### src/rtl/imem_loader_if.sv
// Loader bus: control inputs, UART byte stream and the instruction memory write port.
// The master side drives start and the received bytes; the slave side is the loader.
interface imem_loader_if #(
  parameter int unsigned WORD_W = 32,
  parameter int unsigned ADDR_W = 5
);
  logic              start;
  logic              rx_valid;
  logic [7:0]        rx_data;
  logic              wr_en;
  logic [ADDR_W-1:0] wr_addr;
  logic [WORD_W-1:0] wr_data;
  logic              cpu_hold;
  logic              busy;
  logic              done;
  logic              err;
  logic [1:0]        err_code;

  modport master (
    output start, rx_valid, rx_data,
    input  wr_en, wr_addr, wr_data, cpu_hold, busy, done, err, err_code
  );

  modport slave (
    input  start, rx_valid, rx_data,
    output wr_en, wr_addr, wr_data, cpu_hold, busy, done, err, err_code
  );
endinterface

### src/rtl/imem_loader.sv
// Boot-time instruction memory loader. Frames a UART byte stream
// (SYNC, COUNT, 4*COUNT big-endian data bytes, XOR checksum), writes each word to the
// instruction memory and keeps the CPU in reset until a verified image is in place.
module imem_loader #(
  parameter int unsigned WORD_W         = 32,
  parameter int unsigned DEPTH          = 32,
  parameter int unsigned ADDR_W         = 5,
  parameter logic [7:0]  SYNC_BYTE      = 8'hA5,
  parameter int unsigned TIMEOUT_CYCLES = 1000000
) (
  input logic            i_clk,
  input logic            i_reset,
  imem_loader_if.slave   io_bus
);

  localparam int unsigned IdleW = $clog2(TIMEOUT_CYCLES + 1);

  localparam logic [2:0] StIdle     = 3'd0;
  localparam logic [2:0] StWaitSync = 3'd1;
  localparam logic [2:0] StGetCount = 3'd2;
  localparam logic [2:0] StGetData  = 3'd3;
  localparam logic [2:0] StGetCsum  = 3'd4;
  localparam logic [2:0] StDone     = 3'd5;
  localparam logic [2:0] StError    = 3'd6;

  logic [2:0]        r_state;
  logic [ADDR_W:0]   r_count;     // one extra bit so COUNT=DEPTH is representable
  logic [1:0]        r_byte_cnt;
  logic [ADDR_W-1:0] r_word_idx;
  logic [WORD_W-9:0] r_shift;     // first three bytes of the word being assembled
  logic [7:0]        r_csum;
  logic [IdleW-1:0]  r_idle;
  logic              r_wr_en;
  logic [ADDR_W-1:0] r_wr_addr;
  logic [WORD_W-1:0] r_wr_data;
  logic              r_cpu_hold;
  logic              r_done;
  logic              r_err;
  logic [1:0]        r_err_code;

  logic              w_in_frame;
  logic              w_timeout;
  logic              w_bad_count;
  logic              w_last_word;
  logic [WORD_W-1:0] w_word;

  // Frame-phase decode, timeout detection and word assembly.
  always_comb begin
    w_in_frame  = (r_state == StGetCount) || (r_state == StGetData) || (r_state == StGetCsum);
    // A byte arriving on the expiring cycle wins over the timeout.
    w_timeout   = w_in_frame && !io_bus.rx_valid && (r_idle == IdleW'(TIMEOUT_CYCLES - 1));
    w_bad_count = (io_bus.rx_data == 8'd0) || (32'(io_bus.rx_data) > DEPTH);
    w_last_word = ({1'b0, r_word_idx} == (r_count - 1'b1));
    w_word      = {r_shift, io_bus.rx_data};
  end

  // Loader state machine, counters, checksum and registered outputs.
  always_ff @(posedge i_clk) begin
    if (i_reset) begin
      r_state    <= StIdle;
      r_count    <= '0;
      r_byte_cnt <= '0;
      r_word_idx <= '0;
      r_shift    <= '0;
      r_csum     <= '0;
      r_idle     <= '0;
      r_wr_en    <= 1'b0;
      r_wr_addr  <= '0;
      r_wr_data  <= '0;
      r_cpu_hold <= 1'b0;
      r_done     <= 1'b0;
      r_err      <= 1'b0;
      r_err_code <= 2'd0;
    end else begin
      r_wr_en <= 1'b0;
      if (w_timeout) begin
        r_state    <= StError;
        r_err      <= 1'b1;
        r_err_code <= 2'd3;
        r_idle     <= '0;
      end else begin
        if (w_in_frame) begin
          r_idle <= io_bus.rx_valid ? '0 : r_idle + 1'b1;
        end
        case (r_state)
          StIdle, StDone, StError: begin
            if (io_bus.start) begin
              r_state    <= StWaitSync;
              r_cpu_hold <= 1'b1;
              r_done     <= 1'b0;
              r_err      <= 1'b0;
              r_err_code <= 2'd0;
              r_count    <= '0;
              r_byte_cnt <= '0;
              r_word_idx <= '0;
              r_shift    <= '0;
              r_csum     <= '0;
              r_idle     <= '0;
            end
          end
          StWaitSync: begin
            if (io_bus.rx_valid && (io_bus.rx_data == SYNC_BYTE)) begin
              r_state <= StGetCount;
            end
          end
          StGetCount: begin
            if (io_bus.rx_valid) begin
              if (w_bad_count) begin
                r_state    <= StError;
                r_err      <= 1'b1;
                r_err_code <= 2'd1;
              end else begin
                r_count <= io_bus.rx_data[ADDR_W:0];
                r_state <= StGetData;
              end
            end
          end
          StGetData: begin
            if (io_bus.rx_valid) begin
              r_shift    <= w_word[WORD_W-9:0];
              r_csum     <= r_csum ^ io_bus.rx_data;
              r_byte_cnt <= r_byte_cnt + 1'b1;
              if (r_byte_cnt == 2'd3) begin
                r_wr_en    <= 1'b1;
                r_wr_addr  <= r_word_idx;
                r_wr_data  <= w_word;
                r_word_idx <= r_word_idx + 1'b1;
                if (w_last_word) begin
                  r_state <= StGetCsum;
                end
              end
            end
          end
          StGetCsum: begin
            if (io_bus.rx_valid) begin
              if (io_bus.rx_data == r_csum) begin
                r_state    <= StDone;
                r_done     <= 1'b1;
                r_cpu_hold <= 1'b0;
              end else begin
                r_state    <= StError;
                r_err      <= 1'b1;
                r_err_code <= 2'd2;
              end
            end
          end
          default: r_state <= StIdle;
        endcase
      end
    end
  end

  assign io_bus.wr_en    = r_wr_en;
  assign io_bus.wr_addr  = r_wr_addr;
  assign io_bus.wr_data  = r_wr_data;
  assign io_bus.cpu_hold = r_cpu_hold;
  assign io_bus.busy     = w_in_frame || (r_state == StWaitSync);
  assign io_bus.done     = r_done;
  assign io_bus.err      = r_err;
  assign io_bus.err_code = r_err_code;

endmodule

### src/flat_wrapper.sv
// flat-port wrapper written by rule: the top's interface ports become plain ports
module imem_loader_flat 
#(
  parameter int unsigned WORD_W         = 32,
  parameter int unsigned DEPTH          = 32,
  parameter int unsigned ADDR_W         = 5,
  parameter logic [7:0]  SYNC_BYTE      = 8'hA5,
  parameter int unsigned TIMEOUT_CYCLES = 1000000
)
  (i_clk, i_reset, io_bus_start, io_bus_rx_valid, io_bus_rx_data, io_bus_wr_en, io_bus_wr_addr, io_bus_wr_data, io_bus_cpu_hold, io_bus_busy, io_bus_done, io_bus_err, io_bus_err_code);
  imem_loader_if #(.WORD_W(WORD_W), .ADDR_W(ADDR_W)) io_bus_i ();
  input logic i_clk;
  input logic i_reset;
  input wire logic [$bits(io_bus_i.start)-1:0] io_bus_start;
  input wire logic [$bits(io_bus_i.rx_valid)-1:0] io_bus_rx_valid;
  input wire logic [$bits(io_bus_i.rx_data)-1:0] io_bus_rx_data;
  output wire logic [$bits(io_bus_i.wr_en)-1:0] io_bus_wr_en;
  output wire logic [$bits(io_bus_i.wr_addr)-1:0] io_bus_wr_addr;
  output wire logic [$bits(io_bus_i.wr_data)-1:0] io_bus_wr_data;
  output wire logic [$bits(io_bus_i.cpu_hold)-1:0] io_bus_cpu_hold;
  output wire logic [$bits(io_bus_i.busy)-1:0] io_bus_busy;
  output wire logic [$bits(io_bus_i.done)-1:0] io_bus_done;
  output wire logic [$bits(io_bus_i.err)-1:0] io_bus_err;
  output wire logic [$bits(io_bus_i.err_code)-1:0] io_bus_err_code;
  assign io_bus_i.start = io_bus_start;
  assign io_bus_i.rx_valid = io_bus_rx_valid;
  assign io_bus_i.rx_data = io_bus_rx_data;
  assign io_bus_wr_en = io_bus_i.wr_en;
  assign io_bus_wr_addr = io_bus_i.wr_addr;
  assign io_bus_wr_data = io_bus_i.wr_data;
  assign io_bus_cpu_hold = io_bus_i.cpu_hold;
  assign io_bus_busy = io_bus_i.busy;
  assign io_bus_done = io_bus_i.done;
  assign io_bus_err = io_bus_i.err;
  assign io_bus_err_code = io_bus_i.err_code;
  imem_loader #(.WORD_W(WORD_W), .DEPTH(DEPTH), .ADDR_W(ADDR_W), .SYNC_BYTE(SYNC_BYTE), .TIMEOUT_CYCLES(TIMEOUT_CYCLES)) u_core (.i_clk(i_clk), .i_reset(i_reset), .io_bus(io_bus_i));
endmodule
### config.mk
export PLATFORM = sky130hd
export DESIGN_NAME = imem_loader_flat
export DESIGN_NICKNAME = d
export VERILOG_FILES = /design/src/rtl/imem_loader_if.sv /design/src/rtl/imem_loader.sv /design/src/flat_wrapper.sv
export SDC_FILE = /design/constraint.sdc
export NUM_CORES = 1
export LEC_CHECK = 0
export ABC_AREA = 1
export CORE_MARGIN = 2
export CORE_UTILIZATION = 51
export CTS_CLUSTER_SIZE = 8
export DETAILED_ROUTE_END_ITERATION = 6
export PLACE_DENSITY_LB_ADDON = 0.05
export SYNTH_ARGS = -nofsm -noshare
export SYNTH_HDL_FRONTEND = slang
export SYNTH_SLANG_ARGS = --single-unit
### constraint.sdc
create_clock -name i_clk -period 1.85 [get_ports i_clk]
set_input_delay 0.37 -clock i_clk [delete_from_list [all_inputs] [get_ports i_clk]]
set_output_delay 0.37 -clock i_clk [all_outputs]
set_load 0.01 [all_outputs]
### Word level (Yosys, flattened, before mapping)

Cells that the tools add are included.

* register bits after elaboration: 111
* bits of input ports: 12
* output and inout port bits: 44
* word-level logic and storage cells: 131

* $add $sub $neg: 4
* $lt $le $gt $ge: 1
* equality and inequality tests: 29
* muxes and demuxes: 53
* bitwise gates (word level): 4
* reductions and logical operators: 25

Operators by type and width (number)
* 20-bit two-way mux: 4
* 24-bit two-way mux: 2
* 24-bit one-hot mux with 2 select lines: 1
* 3-bit two-way mux: 9
* 20-bit by 1-bit adder with 20-bit output (second input constant): 1
* 20-bit equality test (second input constant): 1
* 6-bit two-way mux: 3
* 3-bit by 2-bit inequality test with 1-bit output (second input constant): 6
* 2-bit two-way mux: 8
* 8-bit two-way mux: 2
* 8-bit one-hot mux with 2 select lines: 1
* 5-bit two-way mux: 3
* 3-bit one-hot mux with 5 select lines: 1
* 5-bit AND reduction: 3
* 2-bit inequality test (second input constant): 7
* 7-bit AND reduction: 2
* 1-bit two-way mux: 12
* 6-bit one-hot mux with 2 select lines: 1
* 5-bit one-hot mux with 2 select lines: 1
* 3-bit equality test (second input constant): 3
* 3-bit by 1-bit inequality test with 1-bit output (second input constant): 3
* 8-bit equality test: 1
* 8-bit equality test (second input constant): 1
* 8-bit by 6-bit greater-than comparator with 1-bit output (second input constant): 1
* 26 further kinds: 39

### Longest topological paths before layout

Gate-level depths: netlist of the first run.

* depth after elaboration: 7
* depth in mapped cells: 14
* depth with buffers taken out: 14

### Worst setup path before layout of the first run

No wires, ideal clock.

* path kind: flip-flop to flip-flop
* start point: register u_core.r_state[1]
* end point: register u_core.r_shift[17]
* setup time: 0.132 ns
* data arrival time: 1.596 ns
* required time: 1.718 ns
* slack: 0.122 ns
* stages on the path, launching flop included: 10
* path buffers: 1
* period minus slack after synthesis: 1.728 ns
* cells stage by stage: dfxtp_1 -> inv_2 -> fa_1 -> a21oi_1 -> nand2_1 -> inv_2 -> nand2_2 -> buf_4 -> a21oi_1 -> nor3_1

* cells in the longest elaborated chain, start to end: 7
* elaborated cells between the ends (all ways): 17
* those cells by class: eq/ne (7); mux (1); bitwise (1); reduce/logical (8)

RTL lines
* start, declared: RTL line imem_loader.sv:26 `logic [2:0] r_state;`
* start signal, assigned: RTL line imem_loader.sv:60 `r_state <= StIdle;`
* start signal, assigned: RTL line imem_loader.sv:77 `r_state <= StError;`
* start signal, assigned: RTL line imem_loader.sv:88 `r_state <= StWaitSync;`
* 3-bit by 2-bit equality test with 1-bit output, on equally long branches: RTL line imem_loader.sv:49, imem_loader.sv:85
* 1-bit logical OR (2 in series): RTL line imem_loader.sv:49 `w_in_frame = (r_state == StGetCount) || (r_state == StGetData) || (r_state == StGetCsum);`
* 1-bit logical AND (2 in series): RTL line imem_loader.sv:51 `w_timeout = w_in_frame && !io_bus.rx_valid && (r_idle == IdleW'(TIMEOUT_CYCLES - 1));`
* 1-bit inverter (no line)
* 4-bit AND reduction (no line)
* end signal, assigned: RTL line imem_loader.sv:120 `r_shift <= w_word[WORD_W-9:0];`
* end, declared: RTL line imem_loader.sv:30 `logic [WORD_W-9:0] r_shift;`

Several ways; a longest one is shown, not always the timed one.
A chain may end at the register's enable or synchronous reset.

### Worst setup path in the final report of the first run

* start point: register u_core.r_state[1]
* end point: register u_core.r_csum[1]

* cells in the longest elaborated chain, start to end: 7
* elaborated cells between the ends (all ways): 17
* those cells by class: eq/ne (7); mux (1); bitwise (1); reduce/logical (8)

RTL lines
* 3-bit by 2-bit equality test with 1-bit output, on equally long branches: RTL line imem_loader.sv:49, imem_loader.sv:85
* 1-bit logical OR (2 in series): RTL line imem_loader.sv:49
* 1-bit logical AND (2 in series): RTL line imem_loader.sv:51
* 1-bit inverter (no line)
* 4-bit AND reduction (no line)
* end signal, assigned: RTL line imem_loader.sv:121 `r_csum <= r_csum ^ io_bus.rx_data;`
* end, declared: RTL line imem_loader.sv:31 `logic [7:0] r_csum;`

Several ways; a longest one is shown, not always the timed one.

==> results by group, run 1 <==
Timing
  – Final setup viols: 0
  – Final worst path period share: between 90% and 100%
  – Worst-Margin Slew: ~430 ps
  – Final Skew: approximately 17 ps
  – Hold_ws: around 340 ps
  – Max Freq: 561 MHz
  – Slew HR: a little under three quarters
  – Hold Vio Cnt, Final: 0
  – RSZ-0062 raised after global routing: true
  – Fin worst setup slack: slightly below 70 ps
  – Crit path time final: 1780 ps
  – Slew Limit Fails: 0
  – Setup TNS: 0 ps

Floorplanning
  – Starting Density: 52.6%
  – Die area: 0.0109 mm²
  – Core ar.: 0.00977 mm²
  – DIE HEIGHT: 104 µm
  – Boundary Pins: between 50 and 60
  – Row count: 36
  – Die W: roughly 100 µm

Power
  – Sw Ratio: 39.9%
  – Pwr Total: between 8 and 9 mW
  – Combinational share of power: 45.6%
  – Pwr Density: 1260 mW/mm²
  – Net Sw Power: between 3 and 4 mW
  – Leakage: 2.69 nW
  – Power Internal: ~5.0 mW
  – Flop pwr share: between 30% and 40%
  – Peak supply drop: slightly below 0.0009 V
  – Clock network power share: approximately a fifth

Finish
  – Fin util: between 60% and 70%
  – Layout Nets: between 800 and 900
  – N_diodes: 0
  – P&R area growth vs syn: 28.7%
  – Fillers: approximately 890
  – Finished Layout Cells: 967
  – Layout cell share with drive strength beyond 1: 17.3%
  – Final instance area: ~0.0066 mm²

Placement
  – Placed cell areas: slightly above 0.006 mm²
  – Pre-CTS setup slack: -306 ps
  – Placer Congestion: between 0.9 and 1
  – Post-DP HPWL: between 9 and 10 mm
  – Inst Count DP: about 950
  – IO Port Bufs: 55

Synthesis
  – Most used DFF post-synth: dfxtp_1
  – Syn_area_per_cell: 7.00 µm²
  – Sequential-to-total area share from yosys stat: a little over two fifths
  – Netlist cell types: 32
  – Yosys top cell by area: dfxtp_1
  – Yosys warns: 0
  – Synth top area cells: dfxtp_1 43%, nand2_1 12%, a21oi_1 9.5%, nor2_1 6.7%, nor3_1 4.3%
  – Top cell type's share of synthesized area: a little over two fifths
  – Mapped Cells: 735
  – Mapped Area: 0.00515 mm²
  – Post-synthesis async set-or-reset flop share: 0%
  – Post-synth EDFFs: 0
  – Post-Syn Nets: roughly 750
  – #FFs+latches synth: 111

Drt
  – Routed WL: between 10 and 15 mm
  – DR iter-0 viols: 197
  – Drt first pass iters: 5
  – Via density per instance: between 5 and 6
  – Vias: about 5000
  – DRT antenna net count: 0
  – Wirelength per Cell: about 14 µm
  – DRC: 0

Clock tree
  – Clk_lat worst skew: about 400 ps
  – Clock Tree Buf Depth: 2
  – Number of clock buffers inserted by TritonCTS: 9
  – H-tree depth: 3
  – CTS tree: yes
  – Clock Sinks: approximately 110
  – Hold_buf cts: 0
  – CTS Root Cell: clkbuf_8
  – Clk slew on worst S/H paths: 110 ps

Global route
  – Global Route Usage Sum: about a quarter
  – Vias in the first global route: 4724
  – First-pass GRT wire length: roughly 22 mm
  – Initial antenna violation count: 0
  – Grt total ovfl: 0
  – Largest net degree at the start of global routing: 38

Worst setup path
  – Crit-path slowest cell: fa_1
  – CP max stage delay: slightly above 500 ps
  – CP Capture Type: flop
  – Critical path fanouts, max: 13
  – Critical path buffers and inverters: 4
  – Setup Crit Path Kind: reg -> reg
  – Critical Path RT: ~2100 ps
  – Most used cell, CP: nand2_1
  – Crit-path leading delay family: adder cells
  – Critical Path Start Type: flop
  – CP arrival: ~2100 ps
  – CP cell instances: inv_4, fa_1, a21oi_2, nand2_1, inv_2, nand2_4, buf_12, buf_4, nand2_1, a21oi_1

Outcome
  – Status: completed

Job
  – Maximum capacitance violations: 0

Min path
  – Hold crit path type: in -> reg
-- sequential cells by signal, summed over array words and instances, names as in the netlist --
signal and count:
u_core.io_bus.cpu_hold 1, u_core.io_bus.done 1, u_core.io_bus.err 1, u_core.io_bus.err_code 2, u_core.io_bus.wr_addr 5, u_core.io_bus.wr_data 32
u_core.io_bus.wr_en 1, u_core.r_byte_cnt 2, u_core.r_count 6, u_core.r_csum 8, u_core.r_idle 20, u_core.r_shift 24
u_core.r_state 3, u_core.r_word_idx 5
-- path summary, 6_finish.rpt --
path / startpoint / cells after the start / slack (ps) / endpoint
setup / recovery: u_core.r_state[1]$_SDFFE_PP0P_ / 10 / 70 / u_core.r_csum[1]$_SDFFE_PP0P_
hold reg to reg: u_core.io_bus.wr_data[13]$_SDFFE_PP0P_ / 2 / 470 / u_core.io_bus.wr_data[13]$_SDFFE_PP0P_
setup reg to reg: u_core.r_state[1]$_SDFFE_PP0P_ / 10 / 70 / u_core.r_csum[1]$_SDFFE_PP0P_
hold / removal: i_reset / 2 / 340 / u_core.r_csum[4]$_SDFFE_PP0P_
-- metal layers --
metal | share of wire [%] | vias to the layer above | global-route usage [%]
li1 | - | 2580 | -
met1 | 46 | 2327 | 32.2
met2 | 49 | 112 | 40.8
met3 | 4.1 | 11 | 6.33
met4 | 0.79 | 0 | 6.08
met5 | 0 | - | 0
-- worst reg2reg max path: stages (launching register included) --
cell,delay (ps)
dfxtp_2,370
inv_4,60
fa_1,510
a21oi_2,120
nand2_1,70
inv_2,90
nand2_4,70
buf_12,140
buf_4,140
nand2_1,60
a21oi_1,60
-- final cells by class --
type	instances	area (µm²)	share of cell area, %
Tap cell	133	166	2.51
Timing Repair Buffer	117	1070	16.2
Inverter	66	254	3.84
Clock inverter	6	83.8	1.27
Sequential cell	111	2230	33.7
Multi-Input combinational cell	524	2680	40.4
Clock buffer	10	138	2.08
-- repair_timing --
action | in CTS | in global routing
hold endpoints to repair | 0 | 0
setup buffers | 1 | 1
pin swaps | 2 | 11
setup endpoints to repair | 17 | 71
resized for setup | 11 | 47
-- synthesized netlist by cell type, types with 8 or more instances --
library cell,count
o21ai_0,22
nand3_1,43
inv_2,8
dfxtp_1,111
buf_2,14
a21oi_1,98
inv_1,57
xnor2_1,8
nor3_1,44
clkbuf_1,15
nand2_1,164
nor2_1,92
-- layout by cell type, fill, tap and decap left out, types with 18 or more instances in the layout --
master | Yosys | final
inv_1 | 57 | 56
buf_4 | 5 | 54
nor2_1 | 92 | 89
dfxtp_1 | 111 | 104
nand3_1 | 43 | 38
clkdlybuf4s50_1 | 0 | 53
o21ai_0 | 22 | 18
nand2_1 | 164 | 160
a21oi_1 | 98 | 91
nor3_1 | 44 | 42
-- kinds of logic (layout without fill, tap and decap cells) --
| group | Yosys count | after routing | synth area share, % |
|---|---|---|---|
| AOI/OAI and AO/OA | 130 | 130 | 13.0 |
| xor gates and xnor gates | 13 | 13 | 2.21 |
| adders and majority gates | 5 | 5 | 1.36 |
| buffers and inverters | 100 | 199 | 8.00 |
| DFF | 111 | 111 | 43.2 |
| and+or+nand+nor | 376 | 376 | 32.2 |
-- power by group through the flow --
stage                     sequential [mW]  combinational (mW)  clock, mW
final                                2.98                3.81       1.56
after global routing                 3.02                4.25       1.70
after CTS                            2.95                3.55       1.61
after detailed placement             3.00                3.50          0
after global placement               3.00                3.42          0
after floorplan                      2.94                2.46          0
(Power assumes the default switching activity.)
==> run 2, diff against run 1 <==
- CORE_MARGIN: 2 -> 1.5
==> results by group, run 2 (synthesized netlist as in run 1, its figures left out) <==
Outcome
  – Status: completed

Finish
  – Fillers: approximately 900
  – Fin util: 67.9%
  – Layout cell share with drive strength beyond 1: between 15 and 20%
  – Most frequent cells in the layout: 161 x nand2_1, 104 x dfxtp_1, 97 x a21oi_1
  – Layout Nets: between 800 and 900
  – Number of flip-flops under the largest register name: 32
  – Final instance area: between 0.006 and 0.007 mm²
  – N_diodes: 0
  – Finished Layout Cells: slightly below 1000
  – Commonest non-fill, non-tap cell in the layout: nand2_1
  – P&R area growth vs syn: 29.0%

Clock tree
  – Clock Tree Buf Depth: 2
  – CTS Root Cell: clkbuf_8
  – Number of clock buffers inserted by TritonCTS: 9
  – CTS tree: yes
  – Clock Sinks: around 110
  – Clk_lat worst skew: about 390 ps
  – Clk slew on worst S/H paths: roughly 100 ps
  – Hold_buf cts: 0
  – H-tree depth: 3

Worst setup path
  – Critical path fanouts, max: 12
  – CP cell instances: inv_4, fa_1, a21oi_1, nand2_1, inv_2, nand2_2, buf_12, buf_4, nand2_1, a21oi_1
  – Crit-path slowest cell: fa_1
  – Critical Path RT: around 2100 ps
  – CP arrival: roughly 2000 ps
  – Critical Path Start Type: flop
  – Setup Crit Path Kind: reg -> reg
  – RR Startpoint: u_core.r_state[1]$_SDFFE_PP0P_
  – CP Capture Type: flop
  – CP max stage delay: around 480 ps
  – Worst Setup SP: u_core.r_state[1]$_SDFFE_PP0P_

Placement
  – Placed cell areas: ~0.0063 mm²
  – Post-DP HPWL: 9.63 mm
  – IO Port Bufs: 55
  – Inst Count DP: 957
  – Placer Congestion: 0.944
  – Pre-CTS setup slack: -300 ps

Floorplanning
  – Boundary Pins: 56
  – Die area: about 0.011 mm²
  – Core ar.: between 0.009 and 0.01 mm²
  – Starting Density: 52.6%
  – DIE HEIGHT: approximately 100 µm
  – Row count: 36
  – Die W: about 100 µm

Timing
  – RSZ-0062 raised after global routing: true
  – Fin worst setup slack: roughly 65 ps
  – Final setup viols: 0
  – Slew HR: 75.2%
  – Slew Limit Fails: 0
  – Worst-Margin Slew: roughly 370 ps
  – Hold Vio Cnt, Final: 0
  – Crit path time final: 1780 ps
  – Hold_ws: slightly below 300 ps
  – Max Freq: ~560 MHz
  – Final Skew: 18.7 ps
  – Final worst path period share: between 90% and 100%

Global route
  – Largest net degree at the start of global routing: 38
  – First-pass GRT wire length: around 22 mm
  – Grt total ovfl: 0
  – Initial antenna violation count: 0
  – Vias in the first global route: between 4000 and 5000
  – Global Route Usage Sum: approximately a quarter

Job
  – Maximum capacitance violations: 0

Drt
  – Via density per instance: roughly 5.2
  – Drt first pass iters: 5
  – Wirelength per Cell: between 10 and 15 µm
  – DRC: 0
  – DR iter-0 viols: between 150 and 200
  – Vias: 5068
  – Routed WL: approximately 13 mm
  – DRT antenna net count: 0

Power
  – Pwr Density: around 1200 mW/mm²
  – Leakage: roughly 2.7 nW
  – Peak supply drop: just over 0.0007 V

Min path
  – Hold crit path type: in -> reg
  – Hold Crit Start: i_reset
## run 2: changes by cell type in the layout (fill, tap and decap cells not counted), moves of 3 or more
cell	previous run	this run
a21oi_2	7	1
nand3_1	38	41
nor3_2	1	5
a21oi_1	91	97
nand3_2	7	4
buf_4	54	66
## run 2: what timing repair did
item	CTS	global route
resized for setup	8	41
pin swaps	2	10
endpoints found under the setup margin	4	60
buffers inserted	0	5
## run 2: routing by layer
metal / GRT usage, % / share of wire [%]
met5: 0 / 0
met4: 8.63 / 2.1
met3: 4.77 / 3.6
met2: 43.8 / 48
met1: 32.9 / 46
## run 2: final timing paths
| path | endpoint | slack [ps] | depth (start not counted) |
|---|---|---|---|
| setup reg to reg | u_core.r_csum[5]$_SDFFE_PP0P_ | 70 | 10 |
| hold / removal | u_core.r_byte_cnt[1]$_SDFFE_PP0P_ | 300 | 2 |
| setup / recovery | u_core.r_csum[5]$_SDFFE_PP0P_ | 70 | 10 |
| hold reg to reg | u_core.io_bus.wr_data[13]$_SDFFE_PP0P_ | 470 | 2 |
## run 2: final cells by class
| class | count | area [µm²] | share of cell area [%] |
|---|---|---|---|
| inverters | 66 | 254 | 3.83 |
| well taps | 133 | 166 | 2.51 |
| flip-flops and latches | 111 | 2240 | 33.7 |
| repair buffers | 128 | 1160 | 17.5 |
| clock buffers | 10 | 128 | 1.92 |
| clock inverters | 5 | 46.3 | 0.698 |
| multi-input cells | 524 | 2650 | 39.9 |
## run 2: report_power, final
part	switching [mW]	internal [mW]
combinational	2.15	1.68
sequential	0.259	2.71
clock	0.849	0.513
total	3.26	4.90
## run 2: worst max-delay path: cells and delay by family (launching register included)
family,cells,cell delay (ps)
adder cells (fa/ha/maj),1,480
buffers and inverters,4,420
flip-flops,1,360
AND/OR/NAND/NOR,3,220
AO/OA/AOI/OAI,2,200
## run 2: stage by stage
step / setup TNS (ps) / power, mW
detailed placement: -8390 / 6.63
finish: 0 / 8.16
floorplan: 0 / 5.40
global route: -309 / 8.79
global placement: -5960 / 6.53
CTS: 0 / 8.01
